**config.mk**
```make
export PLATFORM = sky130hd
export DESIGN_NAME = pbpix_rr_arbiter
export DESIGN_NICKNAME = d
export VERILOG_FILES = /design/src/rtl/pbpix_rr_arbiter.sv
export SDC_FILE = /design/constraint.sdc
export NUM_CORES = 1
export LEC_CHECK = 0
export ABC_AREA = 1
export ABC_CLOCK_PERIOD_IN_PS = 3300
export CAP_MARGIN = 10
export CORE_MARGIN = 3
export CORE_UTILIZATION = 40
export DETAILED_ROUTE_END_ITERATION = 8
export PLACE_DENSITY = 0.83
export SLEW_MARGIN = 20
export SYNTH_ARGS = -nofsm -noshare
export SYNTH_HDL_FRONTEND = slang
export SYNTH_SLANG_ARGS = --single-unit
export TNS_END_PERCENT = 50
```
**constraint.sdc**
```tcl
create_clock -name i_clk -period 3.3 [get_ports i_clk]
set_input_delay 0.99 -clock i_clk [delete_from_list [all_inputs] [get_ports i_clk]]
set_output_delay 0.99 -clock i_clk [all_outputs]
set_load 0.01 [all_outputs]
```
**src/rtl/pbpix_rr_arbiter.sv**
```systemverilog
// Round-robin arbiter merging N pixel requesters into one single-entry buffered output channel.
// Latency: 1 cycle from grant (in_ack) to out_rdy; sustains 1 pixel/cycle when out_ack is held high.
// Backpressure: no grant while the buffer is full and not draining. Optional macro PBPIX_ZERO_SKIP_EN drops zero pixels and counts them.
module pbpix_rr_arbiter #(
  parameter int N   = 4,
  parameter int DW  = 16,
  parameter int IDW = $clog2(N)
) (
  input  logic              i_clk,
  input  logic              i_rstn,
  input  logic [N-1:0]      in_rdy,
  output logic [N-1:0]      in_ack,
  input  logic [N-1:0]      in_zero,
  input  logic [N*DW-1:0]   in_data,
  output logic              out_rdy,
  input  logic              out_ack,
  output logic              out_zero,
  output logic [DW-1:0]     out_data,
  output logic [IDW-1:0]    out_id,
  output logic [15:0]       skip_cnt
);

  logic           valid;
  logic [IDW-1:0] ptr;
  logic           can_accept;
  logic           grant_vld;
  logic [IDW-1:0] grant_idx;
  logic [DW-1:0]  grant_dat;
  logic           grant_zero;
  logic           load;

  assign out_rdy    = valid;
  assign can_accept = !valid || out_ack;

  // Rotating-priority scan starting at ptr, wrapping modulo N (N need not be a power of two).
  always_comb begin : grant_scan
    logic [IDW:0] cand;
    cand      = '0;
    grant_vld = 1'b0;
    grant_idx = '0;
    for (int i = 0; i < N; i++) begin
      cand = {1'b0, ptr} + (IDW+1)'(i);
      if (cand >= (IDW+1)'(N)) begin
        cand = cand - (IDW+1)'(N);
      end
      if (!grant_vld && in_rdy[cand[IDW-1:0]]) begin
        grant_vld = 1'b1;
        grant_idx = cand[IDW-1:0];
      end
    end
    if (!can_accept || !i_rstn) begin
      grant_vld = 1'b0;
    end
  end

  always_comb begin
    in_ack = '0;
    if (grant_vld) begin
      in_ack[grant_idx] = 1'b1;
    end
  end

  assign grant_dat  = in_data[int'(grant_idx)*DW +: DW];
  assign grant_zero = in_zero[grant_idx];

`ifdef PBPIX_ZERO_SKIP_EN
  logic        skip;
  logic [15:0] skip_q;

  assign load     = grant_vld && !grant_zero;
  assign skip     = grant_vld && grant_zero;
  assign skip_cnt = skip_q;

  always_ff @(posedge i_clk or negedge i_rstn) begin
    if (!i_rstn) begin
      skip_q <= '0;
    end else if (skip && (skip_q != 16'hFFFF)) begin
      skip_q <= skip_q + 16'd1;
    end
  end
`else
  assign load     = grant_vld;
  assign skip_cnt = '0;
`endif

  // Pointer advances on every grant, including skipped zero pixels.
  always_ff @(posedge i_clk or negedge i_rstn) begin
    if (!i_rstn) begin
      ptr <= '0;
    end else if (grant_vld) begin
      if (grant_idx == IDW'(N-1)) begin
        ptr <= '0;
      end else begin
        ptr <= grant_idx + IDW'(1);
      end
    end
  end

  always_ff @(posedge i_clk or negedge i_rstn) begin
    if (!i_rstn) begin
      valid    <= 1'b0;
      out_data <= '0;
      out_zero <= 1'b0;
      out_id   <= '0;
    end else if (load) begin
      valid    <= 1'b1;
      out_data <= grant_dat;
      out_zero <= grant_zero;
      out_id   <= grant_idx;
    end else if (valid && out_ack) begin
      valid <= 1'b0;
    end
  end

endmodule

```
**Word-level counts from Yosys, hierarchy flattened**

Index checks and enable logic that the tools add are counted.

- Output and inout bits: 40
- Register bits after elaboration: 22
- Input port bits: 75
- Logic and storage cells: 68

- Add/sub/neg operators: 8
- Multiplexer cells: 29
- Reduce and logical (&&, ||, !) cells: 14
- Shift-type cells: 1
- Equality and inequality tests: 1
- Magnitude comparators: 10

Operators with widths:

| kind | count |
|---|---|
| 64-bit by 7-bit indexed part select with 16-bit output | 1 |
| 2-bit 2-to-1 mux | 9 |
| 2-bit by 3-bit less-than comparator with 1-bit output (second input constant) | 5 |
| 1-bit 2-to-1 mux | 13 |
| 1-bit binary-select mux with 2-bit select | 5 |
| 3-bit greater-or-equal comparator (second input constant) | 3 |
| 2-bit by 1-bit subtractor with 2-bit output (second input constant) | 4 |
| 2-bit by 2-bit adder with 3-bit output (second input constant) | 2 |
| 1-bit zero test | 6 |
| 1-bit logical AND | 5 |
| 4-bit 2-to-1 mux | 1 |
| 2-bit by 1-bit adder with 3-bit output (second input constant) | 1 |
| 2-bit by 3-bit greater-or-equal comparator with 1-bit output (second input constant) | 1 |
| 2-bit by 1-bit adder with 2-bit output (second input constant) | 1 |
| 1-bit demux with 2-bit select | 1 |
| 2-bit == test (second input constant) | 1 |
| 2-bit by 1-bit greater-or-equal comparator with 1-bit output (second input constant) | 1 |
| 1-bit logical OR | 2 |
| 2-bit nonzero test | 1 |

**Depth between registers and ports, before layout**

Gate-level depths: netlist of the first run.

- Depth in word-level cells: 19
- Mapped depth: 17
- Gate-level depth less buffers: 14

**Least setup slack after synthesis of the first run**

No wires, ideal clock.

- Kind: in2out
- Start point: in in_rdy[1]
- End point: out in_ack[3]
- Data arrival time: 2,270 ps
- Cell stages on the path: 14
- Buffers on the path: 2
- Data required time: 2,310 ps
- Setup slack: 40 ps
- Cells stage by stage: inv_1 > nand2_1 > nand3_1 > nand2_2 > inv_2 > nand2_1 > nand2_2 > nand3_2 > buf_6 > buf_4 > inv_1 > ha_1 > inv_1 > nor2_1

- Word-level cells in the longest chain between the ends: 17
- Elaborated cells on any way between the ends: 29
- Those cells by class: order compare (2); mux (20); reduce/logical (7)

RTL lines:

| what | line | text |
|---|---|---|
| start: declaration | 11 | `input logic [N-1:0] in_rdy,` |
| 1-bit binary-select mux with 2-bit select | 46 | `if (!grant_vld && in_rdy[cand[IDW-1:0]]) begin` |
| 1-bit 2-to-1 mux (not written as such) | 46 |  |
| 1-bit 2-to-1 mux | 46 |  |
| 1-bit zero test | 46 |  |
| 1-bit logical AND | 46 |  |
| 1-bit 2-to-1 mux | 46 |  |
| 1-bit zero test | 46 |  |
| 1-bit logical AND | 46 |  |
| 1-bit 2-to-1 mux | 46 |  |
| 1-bit zero test | 46 |  |
| 1-bit logical AND | 46 |  |
| 2-bit 2-to-1 mux | 46 |  |
| 2-bit by 3-bit less-than comparator with 1-bit output (not written as such) / 2-bit by 1-bit greater-or-equal comparator with 1-bit output (equally long branches) | 59 | `in_ack[grant_idx] = 1'b1;` |
| 1-bit logical AND (not written as such) | 59 |  |
| 1-bit 2-to-1 mux (not written as such) | 59 |  |
| 1-bit demux with 2-bit select | 59 |  |
| 4-bit 2-to-1 mux (*) | 58 | `if (grant_vld) begin` |
| end: declaration | 12 | `output logic [N-1:0] in_ack,` |

Mark *: on every way between the ends. The rest lies on a longest branch, timed or not. The select of a mux whose other input is x is not followed.

**Worst setup path in the final report of the first run**

- Start point: in in_rdy[2]
- End point: out in_ack[0]

The elaborated chain is that of the path after synthesis.

==> results of run 1 <==
## state kept, by name, summed over array words and instances (netlist names)
signal and count:
out_data 16, out_id 2, out_rdy 1, out_zero 1, ptr 2
## metal layers
layer,up-vias,part of all wire
met2,109,0.51
met5,-,0
li1,1270,-
met3,6,0.075
met1,1167,0.41
met4,0,0.0087
## layout make-up
| cell class | instances | area [um2] |
|---|---|---|
| fillers | 430 | 1510 |
| multi-input cells | 236 | 1240 |
| repair buffers | 128 | 1170 |
| flip-flops and latches | 22 | 552 |
| inverters | 73 | 279 |
| well taps | 67 | 83.8 |
| clock buffers | 3 | 41.3 |
## final timing paths
path / end / from
setup / recovery: in_ack[0] / in_rdy[2]
hold / removal: out_id[1]$_DFFE_PN0P_ / out_id[1]$_DFFE_PN0P_
setup reg to reg: out_data[5]$_DFFE_PN0P_ / ptr[0]$_DFFE_PN0P_
hold reg to reg: out_id[1]$_DFFE_PN0P_ / out_id[1]$_DFFE_PN0P_
max in group asynchronous: ptr[0]$_DFFE_PN0P_ / i_rstn
min in group asynchronous: out_data[12]$_DFFE_PN0P_ / i_rstn
## timing repair
| item | CTS | global route |
|---|---|---|
| resized for setup | 51 | 17 |
| setup endpoints to repair | 4 | 4 |
| setup buffers | 7 | 4 |
| pin swaps | 15 | 8 |
| hold endpoints to repair | 0 | 0 |
## power groups by stage
| stage | Clock (mW) | Sequential (mW) | Combinational, mW |
|---|---|---|---|
| finish | 0.155 | 0.524 | 2.77 |
| global route | 0.171 | 0.543 | 3.05 |
| CTS | 0.160 | 0.512 | 2.60 |
| detailed placement | 0 | 0.509 | 2.40 |
| global placement | 0 | 0.511 | 2.35 |
| floorplan | 0 | 0.537 | 1.59 |
## critical path, cell delays in order
cell,delay (ps)
clkbuf_2,110
inv_2,50
nand2_1,70
nand2_2,70
nor2_2,160
nor2_2,70
nand3_4,120
nand3_4,120
inv_1,100
nand2_1,90
nor2_1,130
buf_2,150
## cell usage after synthesis
cell / instances / area [um2]
a31oi_1: 1 / 6.26
buf_2: 4 / 20.0
buf_4: 17 / 128
buf_6: 4 / 45.0
clkbuf_1: 8 / 30.0
conb_1: 1 / 3.75
dfrtp_1: 22 / 551
ha_1: 1 / 12.5
inv_1: 69 / 259
inv_2: 3 / 11.3
inv_4: 1 / 6.26
nand2_1: 123 / 462
nand2_2: 3 / 18.8
nand3_1: 40 / 200
nand3_2: 4 / 40.0
nand3_4: 1 / 17.5
nand4_1: 24 / 150
nor2_1: 7 / 26.3
nor2_2: 1 / 6.26
nor2_4: 1 / 11.3
nor3_1: 1 / 5.00
o211ai_1: 5 / 37.5
o21a_1: 1 / 7.51
o21ai_0: 2 / 10.0
or2_1: 5 / 31.3
## cells by family after synthesis
| group | after synthesis |
|---|---|
| other cells | 1 |
| buf+inv | 106 |
| compound gates | 9 |
| simple gates | 210 |
| flops | 22 |
| fa+ha+maj | 1 |
==> metrics.md, run 1 <==
| Metric | Value |
|---|---|
| Commonest non-fill, non-tap cell in the layout | nand2_1 |
| Initial DRC count | 74 |
| Mapped Cells | 349 |
| Global route hottest layer | met2 |
| Fraction of layout cells with a size suffix above 1 | 0.175 |
| GRT overflow | 0 |
| Critical Path End Type | output port |
| Nets | 540 |
| Commonest cells after routing, fill and taps aside | nand2_1 (114), clkdlybuf4s50_1 (90), inv_1 (62) |
| Final Wtd Congestion | 0.893 |
| Routed WL | 6.68 mm |
| Net Sw Power | 1.76 mW |
| Post-Place Setup Slack | -746 ps |
| Cell variety after synth | 25 |
| Post-DP HPWL | 5.04 mm |
| CTS tree | done |
| IO Port Bufs | 98 |
| Post-route DRC | 0 |
| Endpoints failing setup | 0 |
| Vias in the first global route | 2399 |
| Antenna violations before repair | 0 |
| Final Hold Viols | 0 |
| Clock group share of total power | 0.045 |
| Xor/xnor cell area share of the yosys netlist | 0 |
| Internal Power | 1.69 mW |
| Mapped Area | 2100 um2 |
| Setup crit start kind | primary input |
| Die width | 78.4 um |
| Sequential share of the synthesized area | 0.263 |
| Number of diodes | 0 |
| Post-route setup TNS | 0 ps |
| Final Power | 3.45 mW |
| Antenna-violating nets left | 0 |
| Met1 usage | 0.255 |
| Fin worst setup slack | 73.9 ps |
| CTS HTree Levels | 1 |
| Cell row count | 25 |
| Initial Util | 0.429 |
| Crit path required time | 2310 ps |
| Wire per inst | 12.6 um |
| Comb power frac | 0.803 |
| Multiplexer share of the synthesized area | 0 |
| M3 GR Usage | 0.0401 |
| R2R setup slack | 970 ps |
| Post-Synth Adder-Cell Area | 0.00597 |
| Peak supply drop | 0.000492 V |
| Placed Area | 3140 um2 |
| WHS | 486 ps |
| CP max FO | 5 |
| Worst-Skew Late Latency | 250 ps |
| Layout area overhead | 60.6% |
| Worst EP arrival | 2240 ps |
| Max-slew violations | 0 |
| Synth Register Bits | 22 |
| Pwr Density | 1030 nW/um2 |
| Vias per cell | 4.82 |
| Clock slew at reported path FFs | 70 ps |
| Fin util | 0.690 |
| Met2 usage | 0.386 |
| Leak pwr | 1.83 nW |
| CTS Root Cell | clkbuf_8 |
| R2R depth | 14 |
| Total global-route track usage | 0.211 |
| Final std cells w/o fill | 529 |
| # clock sinks | 22 |
| Max-cap viol count | 0 |
| Outcome | finished, final reports clean |
| Synth warnings | 0 |
| Largest family of logic cells by synthesized area | simple AND/OR/NAND/NOR gates |
| First-pass GRT wire length | 10.6 mm |
| Die area | 6140 um2 |
| Hold Crit Class | register to register |
| Drt first pass iters | 4 |
| Design area | 3370 um2 |
| Cells on Worst Hold Path | 2 |
| Reg power frac | 0.152 |
| Fmax | 310 MHz |
| I/O pin cnt | 115 |
| Crit path kind | primary input to output port |
| Final period utilization | 0.978 |
| Die Y | 78.4 um |
| Longest Clk Path Bufs | 2 |
| Fin crit period | 3230 ps |
| Core area | 4880 um2 |
| Mean post-synth cell area | 6.01 um2 |
| Num CTS Buffers | 3 |
| Post-synthesis compound-gate area fraction | 0.0293 |
| Hold-fix buffers, CTS | 0 |
| Total number of vias | 2552 |
| Inst Count DP | 515 |
| Switching Fraction | 0.511 |
| Worst Skew | 5.80 ps |
| Largest net degree at the start of global routing | 25 |
| Simple-gate share of the synthesized area | 0.462 |
Power figures use the tool's default switching activity.
==> inputs of run 2 (changes only) <==
Settings changed: CTS_BUF_LIST from default to sky130_fd_sc_hd__clkbuf_4 sky130_fd_sc_hd__clkbuf_8.
==> results of run 2 <==
Final layout, timing and power as in run 1 (identical DEF).
==> inputs of run 3 (changes only) <==
Settings changed: ABC_CLOCK_PERIOD_IN_PS 3300 to 4000, CORE_UTILIZATION 40 to 48, DONT_BUFFER_PORTS from default to 1, PLACE_DENSITY 0.83 to 0.64.
Clock period 3.3 ns to 4 ns, I/O delays scaled along.
==> run 3 against run 2 <==
Combinational power fell by 45%. Clock power hardly changed. Die area is 15% lower. Critical path depth fell by 1. Flip-flop and latch count stayed put. Total power decreased by 38%. Clock skew decreased by 4.5 ps. Core utilization shrank 17 points. Count of clock-buffer cells in the layout is 1 higher. Register-to-register slack improved by 790 ps. Highest routed layer unchanged.
==> metrics.md, run 3 (same netlist as run 1, synthesis figures left out) <==
| Metric | Value |
|---|---|
| Peak supply drop | 0.000356 V |
| Largest regs | out_data x16, out_id x2, ptr x2 |
| Largest stage delay, worst path | 210 ps |
| Clock slew at reported path FFs | 70 ps |
| Final Hold Viols | 0 |
| Number of diodes | 0 |
| Vias per cell | 5.12 |
| Crit-path leading delay family | simple AND/OR/NAND/NOR gates |
| Worst EP arrival | 2470 ps |
| Nets | 422 |
| CTS HTree Levels | 1 |
| CP Cell Sequence | inv_1 > nand2_1 > nand3_1 > nand2_2 > nor2_4 > nand3_1 > nand3_2 > inv_2 > nor2_2 > inv_1 > nor2_1 |
| Outcome | finished, final reports clean |
| Largest net degree at the start of global routing | 25 |
| Crit path depth | 11 |
| CP Launch Point | in_rdy[1] |
| Total global-route track usage | 0.195 |
| Cell row count | 23 |
| Routed WL | 5.02 mm |
| Max-slew violations | 0 |
| Max-cap viol count | 0 |
| Fmax | 273 MHz |
| Worst path slowest cell | nor2_1 |
| Internal Power | 0.945 mW |
| Longest Clk Path Bufs | 2 |
| Worst setup endpoint | in_ack[2] |
| CTS tree | done |
| Die width | 72.1 um |
| R2R setup slack | 1760 ps |
| Final Power | 2.15 mW |
| Fin crit period | 3670 ps |
| # clock sinks | 22 |
| Worst-Skew Late Latency | 260 ps |
| Drt first pass iters | 4 |
| Switching Fraction | 0.561 |
| Wire per inst | 12.7 um |
| GRT overflow | 0 |
| Fin worst setup slack | 333 ps |
| Crit path required time | 2800 ps |
| Layout area overhead | 1.25% |
| Worst Skew | 1.32 ps |
| Post-route setup TNS | 0 ps |
| Endpoints failing setup | 0 |
| Die Y | 72.1 um |
| Crit path kind | primary input to output port |
| RR Endpoint | out_data[8]$_DFFE_PN0P_ |
| Antenna-violating nets left | 0 |
| Number of flip-flops under the largest register name | 16 |
| Leak pwr | 1.33 nW |
| Final period utilization | 0.917 |
| Core area | 4120 um2 |
| Num CTS Buffers | 3 |
| Reg power frac | 0.222 |
| Total number of vias | 2024 |
| Placed Area | 2070 um2 |
| CTS Root Cell | clkbuf_8 |
| Post-route DRC | 0 |
| Antenna violations before repair | 0 |
| Comb power frac | 0.706 |
| Commonest cells after routing, fill and taps aside | nand2_1 (123), inv_1 (69), nand3_1 (40) |
| Pwr Density | 1010 nW/um2 |
| Die area | 5190 um2 |
| Critical path buffers and inverters | 3 |
| Commonest non-fill, non-tap cell in the layout | nand2_1 |
| Hold Crit Class | register to register |
| Post-DP HPWL | 3.96 mm |
| Final Wtd Congestion | 0.787 |
| Fraction of layout cells with a size suffix above 1 | 0.0812 |
| Vias in the first global route | 1844 |
| Setup crit start kind | primary input |
| Hold-fix buffers, CTS | 0 |
| Origin of the critical flop-to-flop path | ptr[0]$_DFFE_PN0P_ |
| Final std cells w/o fill | 395 |
| CP max FO | 13 |
| Initial DRC count | 152 |
| Design area | 2120 um2 |
| Critical Path End Type | output port |
| I/O pin cnt | 115 |
| Net Sw Power | 1.21 mW |
| R2R depth | 14 |
| Clock group share of total power | 0.072 |
| IO Port Bufs | 0 |
| Post-cts gate resize count | 0 |
| Biggest register | out_data |
| RSZ-0062 raised after global routing | false |
| First-pass GRT wire length | 8.18 mm |
| Inst Count DP | 391 |
| Post-Place Setup Slack | 313 ps |
| Initial Util | 0.509 |
| Setup bufs post-CTS | 0 |
==> run 3: cell types whose count changed in the layout (fill, tap and decap cells not counted), moves of 6 or more <==
cell,delta
clkdlybuf4s50_1,-90
buf_4,-20
nand2_1,+9
inv_1,+7
inv_2,-6
==> run 3: layer usage <==
layer,global-route usage,share of wire,vias to the layer above
met1,0.260,0.43,900
met2,0.322,0.48,86
met3,0.0526,0.079,4
li1,-,-,1034
met4,0.0292,0.0086,0
met5,0,0,-
==> run 3: power by group through the flow <==
| stage | sequential (mW) | combinational [mW] | clock, mW |
|---|---|---|---|
| 6_report | 0.478 | 1.52 | 0.155 |
| 5_1_grt | 0.494 | 1.77 | 0.169 |
| 4_1_cts | 0.481 | 1.54 | 0.158 |
| 3_5_place_dp | 0.485 | 1.53 | 0 |
| 3_3_place_gp | 0.487 | 1.51 | 0 |
| 2_1_floorplan | 0.443 | 1.31 | 0 |
==> run 3: layout make-up <==
type | count | area, um2
Fill cell | 455 | 1990
Sequential cell | 22 | 551
Clock buffer | 4 | 55.1
Tap cell | 50 | 62.6
Timing Repair Buffer | 10 | 75.1
Multi-Input combinational cell | 236 | 1100
Inverter | 73 | 277
==> run 3: worst register-to-register path: stages, from the launching register on <==
cell and delay [ps]:
dfrtp_1 570, inv_4 120, nand2_1 90, nand2_1 70
nand2_1 60, nand2_1 90, nor2_4 130, nand3_4 180
nand3_2 180, buf_4 270, nand2_1 90, nand3_1 100
nand2_1 70, nand2_1 60, nand2_1 50
==> run 3: through the flow <==
step / util / hold WS, ps
floorplan: - / 515
global placement: 0.502 / 543
detailed placement: 0.502 / 540
CTS: 0.516 / 566
global route: 0.516 / 594
finish: 0.516 / 558
==> run 3: worst min path at each step <==
stage                                   startpoint                       end  slack [ps]  depth (start not counted)
after global routing       out_data[6]$_DFFE_PN0P_   out_data[6]$_DFFE_PN0P_         590                          2
after floorplan            out_data[0]$_DFFE_PN0P_   out_data[0]$_DFFE_PN0P_         520                          2
after global placement     out_data[8]$_DFFE_PN0P_   out_data[8]$_DFFE_PN0P_         540                          2
final                      out_data[8]$_DFFE_PN0P_   out_data[8]$_DFFE_PN0P_         560                          2
after CTS                  out_data[8]$_DFFE_PN0P_   out_data[8]$_DFFE_PN0P_         570                          2
after detailed placement  out_data[10]$_DFFE_PN0P_  out_data[10]$_DFFE_PN0P_         540                          2
